`src/rtl/axi_slave_packer.sv`:
```
// axi_slave_packer: AXI read-only slave that streams one SRAM row per fetch
// as packed R beats, in either int32 or int8 (truncated) element format.
// Build option: define AXI_PACKER_ERR_CHECK_EN to answer non-INCR or
// non-8-byte bursts with SLVERR beats and no SRAM access.
// Ports:
//   clk, rst                  clock, synchronous active-high reset
//   cfg_data_type_is_int32    element format, latched at AR handshake
//   ar*                       AXI read-address channel (slave side)
//   r*                        AXI read-data channel (slave side)
//   host_rd_addr/en/data      SRAM row read port, data one cycle after en
module axi_slave_packer #(
    parameter int AXI_DATA_WIDTH  = 64,
    parameter int SRAM_DATA_WIDTH = 32,
    parameter int ARRAY_WIDTH     = 16,
    parameter int ADDR_WIDTH      = 10
) (
    input  logic                        clk,
    input  logic                        rst,
    input  logic                        cfg_data_type_is_int32,
    input  logic [31:0]                 araddr,
    input  logic [7:0]                  arlen,
    input  logic [2:0]                  arsize,
    input  logic [1:0]                  arburst,
    input  logic                        arvalid,
    output logic                        arready,
    output logic [AXI_DATA_WIDTH-1:0]   rdata,
    output logic [1:0]                  rresp,
    output logic                        rlast,
    output logic                        rvalid,
    input  logic                        rready,
    output logic [ADDR_WIDTH-1:0]       host_rd_addr,
    output logic                        host_rd_en,
    input  logic [ARRAY_WIDTH-1:0][SRAM_DATA_WIDTH-1:0] host_rd_data
);

    // Elements per beat and beats per row for each format.
    localparam int EPB32 = AXI_DATA_WIDTH / SRAM_DATA_WIDTH;
    localparam int EPB8  = AXI_DATA_WIDTH / 8;
    localparam int BPR32 = ARRAY_WIDTH / EPB32;
    localparam int BPR8  = ARRAY_WIDTH / EPB8;
    localparam int EW    = $clog2(ARRAY_WIDTH);

    typedef enum logic [1:0] {IDLE, RD_REQ, RD_WAIT, SEND} state_t;

    state_t                state, state_n;
    logic [ADDR_WIDTH-1:0] row;
    logic [8:0]            beats_left;
    logic                  mode;
    logic                  err;
    logic [EW-1:0]         beat;
    logic                  row_end;
    logic                  ar_illegal;
    logic [ARRAY_WIDTH-1:0][SRAM_DATA_WIDTH-1:0] rbuf;

`ifdef AXI_PACKER_ERR_CHECK_EN
    assign ar_illegal = (arburst != 2'b01) || (arsize != 3'b011);
`else
    assign ar_illegal = 1'b0;
`endif

    // Address offset bits and (in the default build) burst attributes
    // carry no meaning for this slave.
    logic unused_in;
    assign unused_in = ^{araddr[31:ADDR_WIDTH+6], araddr[5:0],
                         arsize, arburst};

    assign row_end = mode ? (beat == EW'(BPR32 - 1))
                          : (beat == EW'(BPR8 - 1));

    assign host_rd_addr = row;

    always_ff @(posedge clk) begin
        if (rst) state <= IDLE;
        else     state <= state_n;
    end

    always_comb begin
        state_n = state;
        unique case (state)
            IDLE:    if (arvalid) state_n = ar_illegal ? SEND : RD_REQ;
            RD_REQ:  state_n = RD_WAIT;
            RD_WAIT: state_n = SEND;
            SEND: begin
                if (rready) begin
                    if (beats_left == 9'd1)  state_n = IDLE;
                    else if (!err && row_end) state_n = RD_REQ;
                end
            end
            default: state_n = IDLE;
        endcase
    end

    always_comb begin
        arready    = (state == IDLE);
        host_rd_en = (state == RD_REQ);
        rvalid     = (state == SEND);
        rdata      = '0;
        rresp      = 2'b00;
        rlast      = 1'b0;
        if (state == SEND) begin
            rlast = (beats_left == 9'd1);
            if (err) begin
                rresp = 2'b10;
            end else if (mode) begin
                for (int j = 0; j < EPB32; j++)
                    rdata[j*SRAM_DATA_WIDTH +: SRAM_DATA_WIDTH] =
                        rbuf[EW'(int'(beat) * EPB32 + j)];
            end else begin
                for (int j = 0; j < EPB8; j++)
                    rdata[j*8 +: 8] = rbuf[EW'(int'(beat) * EPB8 + j)][7:0];
            end
        end
    end

    always_ff @(posedge clk) begin
        if (rst) begin
            row        <= '0;
            beats_left <= '0;
            mode       <= 1'b0;
            err        <= 1'b0;
            beat       <= '0;
        end else begin
            unique case (state)
                IDLE: begin
                    if (arvalid) begin
                        row        <= araddr[ADDR_WIDTH+5:6];
                        beats_left <= {1'b0, arlen} + 9'd1;
                        mode       <= cfg_data_type_is_int32;
                        err        <= ar_illegal;
                        beat       <= '0;
                    end
                end
                RD_WAIT: beat <= '0;
                SEND: begin
                    if (rready) begin
                        beats_left <= beats_left - 9'd1;
                        // Row advance wraps with the address width.
                        if (row_end) begin
                            beat <= '0;
                            row  <= row + ADDR_WIDTH'(1);
                        end else begin
                            beat <= beat + EW'(1);
                        end
                    end
                end
                default: ;
            endcase
        end
    end

    // Row buffer holds the fetched SRAM row for the duration of its beats.
    always_ff @(posedge clk) begin
        if (state == RD_WAIT) rbuf <= host_rd_data;
    end

endmodule

```
`config.mk`:
```
export PLATFORM = sky130hd
export DESIGN_NAME = axi_slave_packer
export DESIGN_NICKNAME = d
export VERILOG_FILES = /design/src/rtl/axi_slave_packer.sv
export SDC_FILE = /design/constraint.sdc
export NUM_CORES = 1
export LEC_CHECK = 0
export BUFFER_PORTS_ARGS = -buffer_cell sky130_fd_sc_hd__buf_2
export CORE_UTILIZATION = 28
export CTS_CLUSTER_DIAMETER = 200
export DETAILED_ROUTE_END_ITERATION = 8
export PLACE_DENSITY = 0.47
export SLEW_MARGIN = 40
export SYNTH_ARGS = -nofsm -noshare
export SYNTH_HDL_FRONTEND = slang
export SYNTH_SLANG_ARGS = --single-unit
```
`constraint.sdc`:
```
create_clock -name clk -period 23.1 [get_ports clk]
set_clock_uncertainty 0.15 [all_clocks]
set_input_delay 3.465 -clock clk [delete_from_list [all_inputs] [get_ports clk]]
set_output_delay 3.465 -clock clk [all_outputs]
set_load 0.02 [all_outputs]
```
==> out/results.ini, run 1 <==
[die]
die_height_um=284
num_io_pins=642
start_util_pct=28.3
fp.dieArea_mm2=0.0808
fp-row-count=103
core_mm2=0.0789
die_width_um=284

[drt]
drt_first_iter_violations=792
routed_wl_um=73600
drt-wirelength-per-cell_um=24.8
drc_errors=0
drt_pass1_iterations=8
avgViaCountPerCell=4.71
routed_vias=13996
detail-route-antenna-nets=0

[power_and_ir_drop]
power.density_cell_area_mw_per_mm2=108
combinationalPowerShare_pct=19.2
worst_ir_drop_on_vdd_uv=64.3
share_clk_of_total_power_pct=33.8
netSwitchingPower_w=0.000895
p_seq_share_pct=47.1
cell_internal_pwr_w=0.00223
p_sw_share_pct=28.6
power_leakage_nw=10.2

[clock_tree]
htree_levels=3
numCtsBuffers=66
cts.sink_count=538
tritoncts_clock_tree=yes
cts.root.buffer_cell=sky130_fd_sc_hd__clkbuf_16
post_cts_sizing_count=0
post_cts_buffers=0
insertion_delay_ns=0.61
hold_bufs_inserted_after_cts=0
maximum_clock_path_buffer_count=3
clk_pin_slew_worst_paths_ns=0.06

[finish]
drive_above_1_share_pct=48.8
layout.cells.most_common_list=612 x sky130_fd_sc_hd__buf_2, 512 x sky130_fd_sc_hd__edfxtp_1, 124 x sky130_fd_sc_hd__mux4_2
design.final.nets=2424
final_common_cell=sky130_fd_sc_hd__buf_2
final_design_area_no_fill_mm2=0.0289
flow.area_growth_from_synthesis_pct=29.6

[critical_path]
cp_slowest_cell=sky130_fd_sc_hd__buf_4
path_common_cell=sky130_fd_sc_hd__buf_4
worstPathMaxFanout=38
critical_path_class=flop to primary output
worst_path_largest_cell_delay_ns=0.68
worst_setup_path_start_kind=flop
worst-endpoint-required_ns=19.49
worstPathArrival_ns=4.18
worstSetupEndpointType=primary output
reg2regPathDepth=5
timing.critical_path.cells=buf_12 > buf_4 > buf_4 > mux2_2 > o21ai_0 > a21oi_1 > buf_2

[logic_synthesis]
synthCells=1230
post_synth.cell_area_avg_um2=18.1
number_of_synthesized_flops_with_an_enable_pin=512
synth-async-reset-ratio_pct=0
yosysUniqueCellTypes=60
synth-seq-cells=538
ys.warnings.count=0
yosys.area.top_type_share_pct=68.9
ys.flop_type=sky130_fd_sc_hd__edfxtp_1
post_synth_main_area_contributors=sky130_fd_sc_hd__edfxtp_1 69%, sky130_fd_sc_hd__mux4_2 13%, sky130_fd_sc_hd__mux2_2 3.0%
cell_type_with_the_highest_aggregate_area_in_the_netlist=sky130_fd_sc_hd__edfxtp_1
synth_seq_area_share_pct=71.2
syn_area_mm2=0.0223

[sta]
max-slew-margin-rel_pct=41.8
fin_crit_share_pct=33.8
finalMaxSlewViolations=0
tns_ns=0
timing.final.setup_violations=0
rsz_0062_raised_after_global_routing=false
layout_min_cycle_time_ns=7.80
max_freq_mhz=128
worst_slack_ns=15.30
tightestPinTransition_ns=0.872
hold_viol=0

[hold_path]
timing.hold.worst.class=flop to flop
min_delay_path_depth=2

[run]
timing.max_cap.violations=0

[global_routing]
grt_pass1_wl_um=105000
grt-ovfl-total=0
number_of_global_route_vias_before_repair=15035
global_route.usage.total_pct=18.0
grt_antenna_before_repair=33
grt_max_degree=164

[outcome]
run_status=complete, no violations

[place]
buffer_ports.inserted=612
placedInstanceArea_mm2=0.0266
gpl.final_weighted_congestion=0.833
dpl_worst_slack_ns=15.65
place.detailed.hpwl_um=53200

==> critical path: cells and delay by family (launching register included) <==
kind / cells / cell delay [ns]
buffers and inverters: 4 / 1.69
AO/OA/AOI/OAI: 2 / 0.73
flip-flops: 1 / 0.64
multiplexers: 1 / 0.44
==> synth_stat cells, types with 2 or more instances <==
cell type,instances
sky130_fd_sc_hd__nor3_1,12
sky130_fd_sc_hd__o32ai_1,6
sky130_fd_sc_hd__inv_1,13
sky130_fd_sc_hd__mux2i_1,42
sky130_fd_sc_hd__o22ai_1,2
sky130_fd_sc_hd__a32o_1,2
sky130_fd_sc_hd__ha_1,9
sky130_fd_sc_hd__clkbuf_1,42
sky130_fd_sc_hd__a31oi_1,28
sky130_fd_sc_hd__nand2b_1,3
sky130_fd_sc_hd__nand3_1,16
sky130_fd_sc_hd__a21oi_1,55
sky130_fd_sc_hd__nor2_1,10
sky130_fd_sc_hd__nand2_1,70
sky130_fd_sc_hd__o211ai_1,3
sky130_fd_sc_hd__o31ai_1,2
sky130_fd_sc_hd__nor2b_1,5
sky130_fd_sc_hd__buf_2,24
sky130_fd_sc_hd__o21ai_0,84
sky130_fd_sc_hd__nand4_1,6
sky130_fd_sc_hd__a2bb2oi_1,2
sky130_fd_sc_hd__a211oi_1,4
sky130_fd_sc_hd__and3_1,5
sky130_fd_sc_hd__dfxtp_1,26
sky130_fd_sc_hd__buf_1,4
sky130_fd_sc_hd__or3_1,6
sky130_fd_sc_hd__nor4_1,5
sky130_fd_sc_hd__o311ai_0,2
sky130_fd_sc_hd__or2_2,4
sky130_fd_sc_hd__mux4_2,124
sky130_fd_sc_hd__mux2_2,60
sky130_fd_sc_hd__and4_1,2
sky130_fd_sc_hd__edfxtp_1,512
sky130_fd_sc_hd__buf_4,11
sky130_fd_sc_hd__a311o_1,2
sky130_fd_sc_hd__xnor2_1,2
sky130_fd_sc_hd__o31a_1,2
==> flip-flops by register name (all words and copies together) (netlist names) <==
register	count
state	2
beat	4
rbuf	512
beats_left	9
mode	1
host_rd_addr	10
==> metrics by stage <==
| step | util, % | hold WS (ns) | instances | power, W |
|---|---|---|---|---|
| after floorplan | - | 0.309 | 1231 | 0.00200 |
| after global placement | 33.6 | 0.321 | 2830 | 0.00206 |
| after detailed placement | 33.7 | 0.334 | 2832 | 0.00210 |
| after CTS | 36.5 | 0.342 | 2950 | 0.00317 |
| after global routing | 36.6 | 0.370 | 2965 | 0.00328 |
| final | 36.7 | 0.354 | 2970 | 0.00313 |
==> final timing paths <==
check | startpoint | to | slack (ns)
worst max-delay path | beat[0]$_SDFFE_PP0P_ | rdata[25] | 15.30
worst min-delay path | beats_left[8]$_SDFFE_PP0P_ | beats_left[8]$_SDFFE_PP0P_ | 0.35
worst max register to register | state[0]$_SDFFE_PP0P_ | rbuf[380]$_DFFE_PN_ | 19.97
worst min register to register | beats_left[8]$_SDFFE_PP0P_ | beats_left[8]$_SDFFE_PP0P_ | 0.35
==> power by group through the flow <==
stage	registers [W]	logic (W)	clock network [W]
3_5_place_dp	0.00150	0.000600	0
2_1_floorplan	0.00163	0.000373	0
5_1_grt	0.00150	0.000656	0.00112
4_1_cts	0.00148	0.000602	0.00109
6_report	0.00147	0.000600	0.00106
3_3_place_gp	0.00149	0.000577	0
==> per-layer routing <==
| metal | GRT usage [%] | part of all wire, % |
|---|---|---|
| met1 | 21.5 | 39 |
| met2 | 30.4 | 50 |
| met3 | 5.59 | 7.5 |
| met4 | 6.18 | 2.9 |
| met5 | 0 | 0.25 |
==> final cells by class <==
class	count	area, um^2
Clock inverter	42	508
Timing Repair Buffer	635	3350
Tap cell	1050	1310
Multi-Input combinational cell	598	6030
Sequential cell	538	15900
Inverter	14	52.6
Antenna cell	17	42.5
Clock buffer	76	1710
Fill cell	7639	50000
==> cell families (layout without fill, tap and decap cells) <==
kind of cell	count (synthesis)	after routing	synth area share, %
and+or+nand+nor	150	150	3.24
AOI/OAI and AO/OA	208	208	5.55
buffers and inverters	95	767	1.92
adders and majority gates	9	9	0.505
xor gates and xnor gates	3	3	0.118
DFF	538	538	71.2
other	1	19	0.0168
muxes	226	226	17.4
Note: power is estimated with default switching activity, not from simulation.
==> run 2, diff against run 1 <==
- PLACE_DENSITY: 0.47 -> 0.49
- clock period: 23.1 -> 6.5 ns (I/O delays scaled with it)
==> out/results.ini, run 2 (synthesis gave the netlist of run 1 again) <==
[finish]
final_design_area_no_fill_mm2=0.0289  ; -0.11%
largest_register=rbuf
flip_flop_count_of_the_largest_register_all_copies_and_words_added=512  ; unchanged
multiInputGateArea_mm2=0.00603  ; unchanged
nFillCells=7619  ; -0.26%
flow.area_growth_from_synthesis_pct=29.4
final_core_utilization_pct=36.6  ; -0.040 points
layout.cells.most_common_list=612 x sky130_fd_sc_hd__buf_2, 512 x sky130_fd_sc_hd__edfxtp_1, 124 x sky130_fd_sc_hd__mux4_2
drive_above_1_share_pct=49.1  ; +0.31 points
design.final.nets=2420  ; -0.17%
register_area_mm2=0.0159  ; unchanged
final_common_cell=sky130_fd_sc_hd__buf_2

[clock_tree]
cts.root.buffer_cell=sky130_fd_sc_hd__clkbuf_16
htree_levels=2  ; -1
post_cts_sizing_count=0  ; unchanged
clk_pin_slew_worst_paths_ns=0.06  ; about the same
numCtsBuffers=61  ; -7.6%
insertion_delay_ns=0.62  ; about the same
maximum_clock_path_buffer_count=3  ; unchanged
cts.sink_count=538  ; unchanged
hold_bufs_inserted_after_cts=0  ; unchanged
post_cts_buffers=0  ; unchanged
tritoncts_clock_tree=yes

[sta]
rsz_0062_raised_after_global_routing=false
max_freq_mhz=224
hold_viol=0  ; unchanged
max-slew-margin-rel_pct=45.5  ; +3.6 points
tns_ns=0  ; unchanged
fin_crit_share_pct=68.8
layout_min_cycle_time_ns=4.47
timing.final.setup_violations=0  ; unchanged
tightestPinTransition_ns=0.818  ; -0.0547 ns
finalMaxSlewViolations=0  ; unchanged

[critical_path]
logic_depth_of_the_worst_setup_path_including_buffers=7  ; unchanged
r2r_start=state[1]$_SDFFE_PP0P_
worstPathArrival_ns=3.35  ; -0.83 ns
worst_setup_path_start_kind=flop
reg2reg_slack_ns=3.09  ; -16.88 ns
rr_endpoint=host_rd_addr[2]$_SDFFE_PP0P_
worst_path_largest_cell_delay_ns=0.58  ; -0.10 ns
critical_path_class=flop to primary output
path_buf_inv=4  ; unchanged
path_common_cell=sky130_fd_sc_hd__buf_12
worstSetupEndpointType=primary output
worstPathMaxFanout=46  ; +21%
cp_slowest_cell=sky130_fd_sc_hd__dfxtp_4
timing.critical_path.to=rdata[27]
timing.critical_path.cells=buf_12 > buf_12 > buf_4 > mux2_2 > o21ai_0 > a21oi_1 > buf_2
critPathLaunch=beat[0]$_SDFFE_PP0P_
reg2regPathDepth=6  ; +1
critical_path.top_delay_family=buffers and inverters
worst-endpoint-required_ns=5.37  ; -14.12 ns

[global_routing]
grt_pass1_wl_um=103000  ; -1.6%
grt-ovfl-total=0  ; unchanged
grt_antenna_before_repair=26  ; -21%
global_route.usage.total_pct=17.5  ; -0.41 points
number_of_global_route_vias_before_repair=15063  ; +0.19%
grt_max_degree=149  ; -9.1%

[place]
place.detailed.hpwl_um=52200  ; -1.8%
placedInstanceArea_mm2=0.0267  ; +0.36%
buffer_ports.inserted=612  ; unchanged
gpl.final_weighted_congestion=0.846  ; +1.6%

[drt]
routed_wl_um=72200  ; -1.9%
avgViaCountPerCell=4.70  ; -0.26%
drt_first_iter_violations=825  ; +4.2%
drt_pass1_iterations=5  ; -3
detail-route-antenna-nets=0  ; unchanged
drt-wirelength-per-cell_um=24.4  ; -1.6%
routed_vias=13927  ; -0.49%
drc_errors=0  ; unchanged

[hold_path]
worst_hold_startpoint=beats_left[8]$_SDFFE_PP0P_
timing.hold.worst.class=flop to flop

[die]
fp.dieArea_mm2=0.0808  ; unchanged
die_height_um=284  ; unchanged
core_mm2=0.0789  ; unchanged
die_width_um=284  ; unchanged
start_util_pct=28.3  ; unchanged
num_io_pins=642  ; unchanged
fp-row-count=103  ; unchanged

[power_and_ir_drop]
power_leakage_nw=10.2  ; -0.30%
power.density_cell_area_mw_per_mm2=382  ; +250%
worst_ir_drop_on_vdd_uv=231  ; +260%

[run]
timing.max_cap.violations=0  ; unchanged

[outcome]
run_status=complete, no violations

## run 2: tightest hold or removal path, delay by kind of cell (launching register included)
family,cells,cell delay [ns]
compound gates,2,0.13
flops,1,0.32
## run 2: stage by stage
| stage | std cells | power [W] | setup WS, ns | hold WS (ns) |
|---|---|---|---|---|
| after floorplan | 1231 | 0.00667 | 1.78 | 0.309 |
| after global placement | 2830 | 0.00735 | 2.37 | 0.324 |
| after detailed placement | 2835 | 0.00746 | 2.50 | 0.335 |
| after CTS | 2950 | 0.0112 | 1.80 | 0.296 |
| after global routing | 2956 | 0.0115 | 1.75 | 0.313 |
| final | 2963 | 0.0110 | 2.03 | 0.348 |
## run 2: worst min path at each step
stage | endpoint | cells after the start
6_report | beats_left[8]$_SDFFE_PP0P_ | 2
5_1_grt | rbuf[186]$_DFFE_PN_ | 1
4_1_cts | rbuf[158]$_DFFE_PN_ | 1
3_5_place_dp | beats_left[8]$_SDFFE_PP0P_ | 2
3_3_place_gp | beats_left[8]$_SDFFE_PP0P_ | 2
2_1_floorplan | beats_left[8]$_SDFFE_PP0P_ | 2
## run 2: routing by layer
metal,track usage [%],wire [um],up-vias
met4,4.85,1660,30
met2,30.9,37000,518
met1,20.7,27800,6965
li1,-,-,6302
met3,5.18,5590,112
met5,0,194,-
## run 2: layout make-up
class	count	share of cell area [%]
Inverter	14	0.182
Clock inverter	41	1.98
Clock buffer	74	5.45
Multi-Input combinational cell	598	20.9
Timing Repair Buffer	636	11.8
Antenna cell	12	0.104
Sequential cell	538	55.1
Tap cell	1050	4.55
## run 2: power by group
part | leakage (nW) | internal [W] | switching [W]
Clock | 1.03 | 0.00221 | 0.00147
Combinational | 4.27 | 0.000809 | 0.00131
Sequential | 4.89 | 0.00491 | 0.000327
Total | 10.2 | 0.00793 | 0.00310
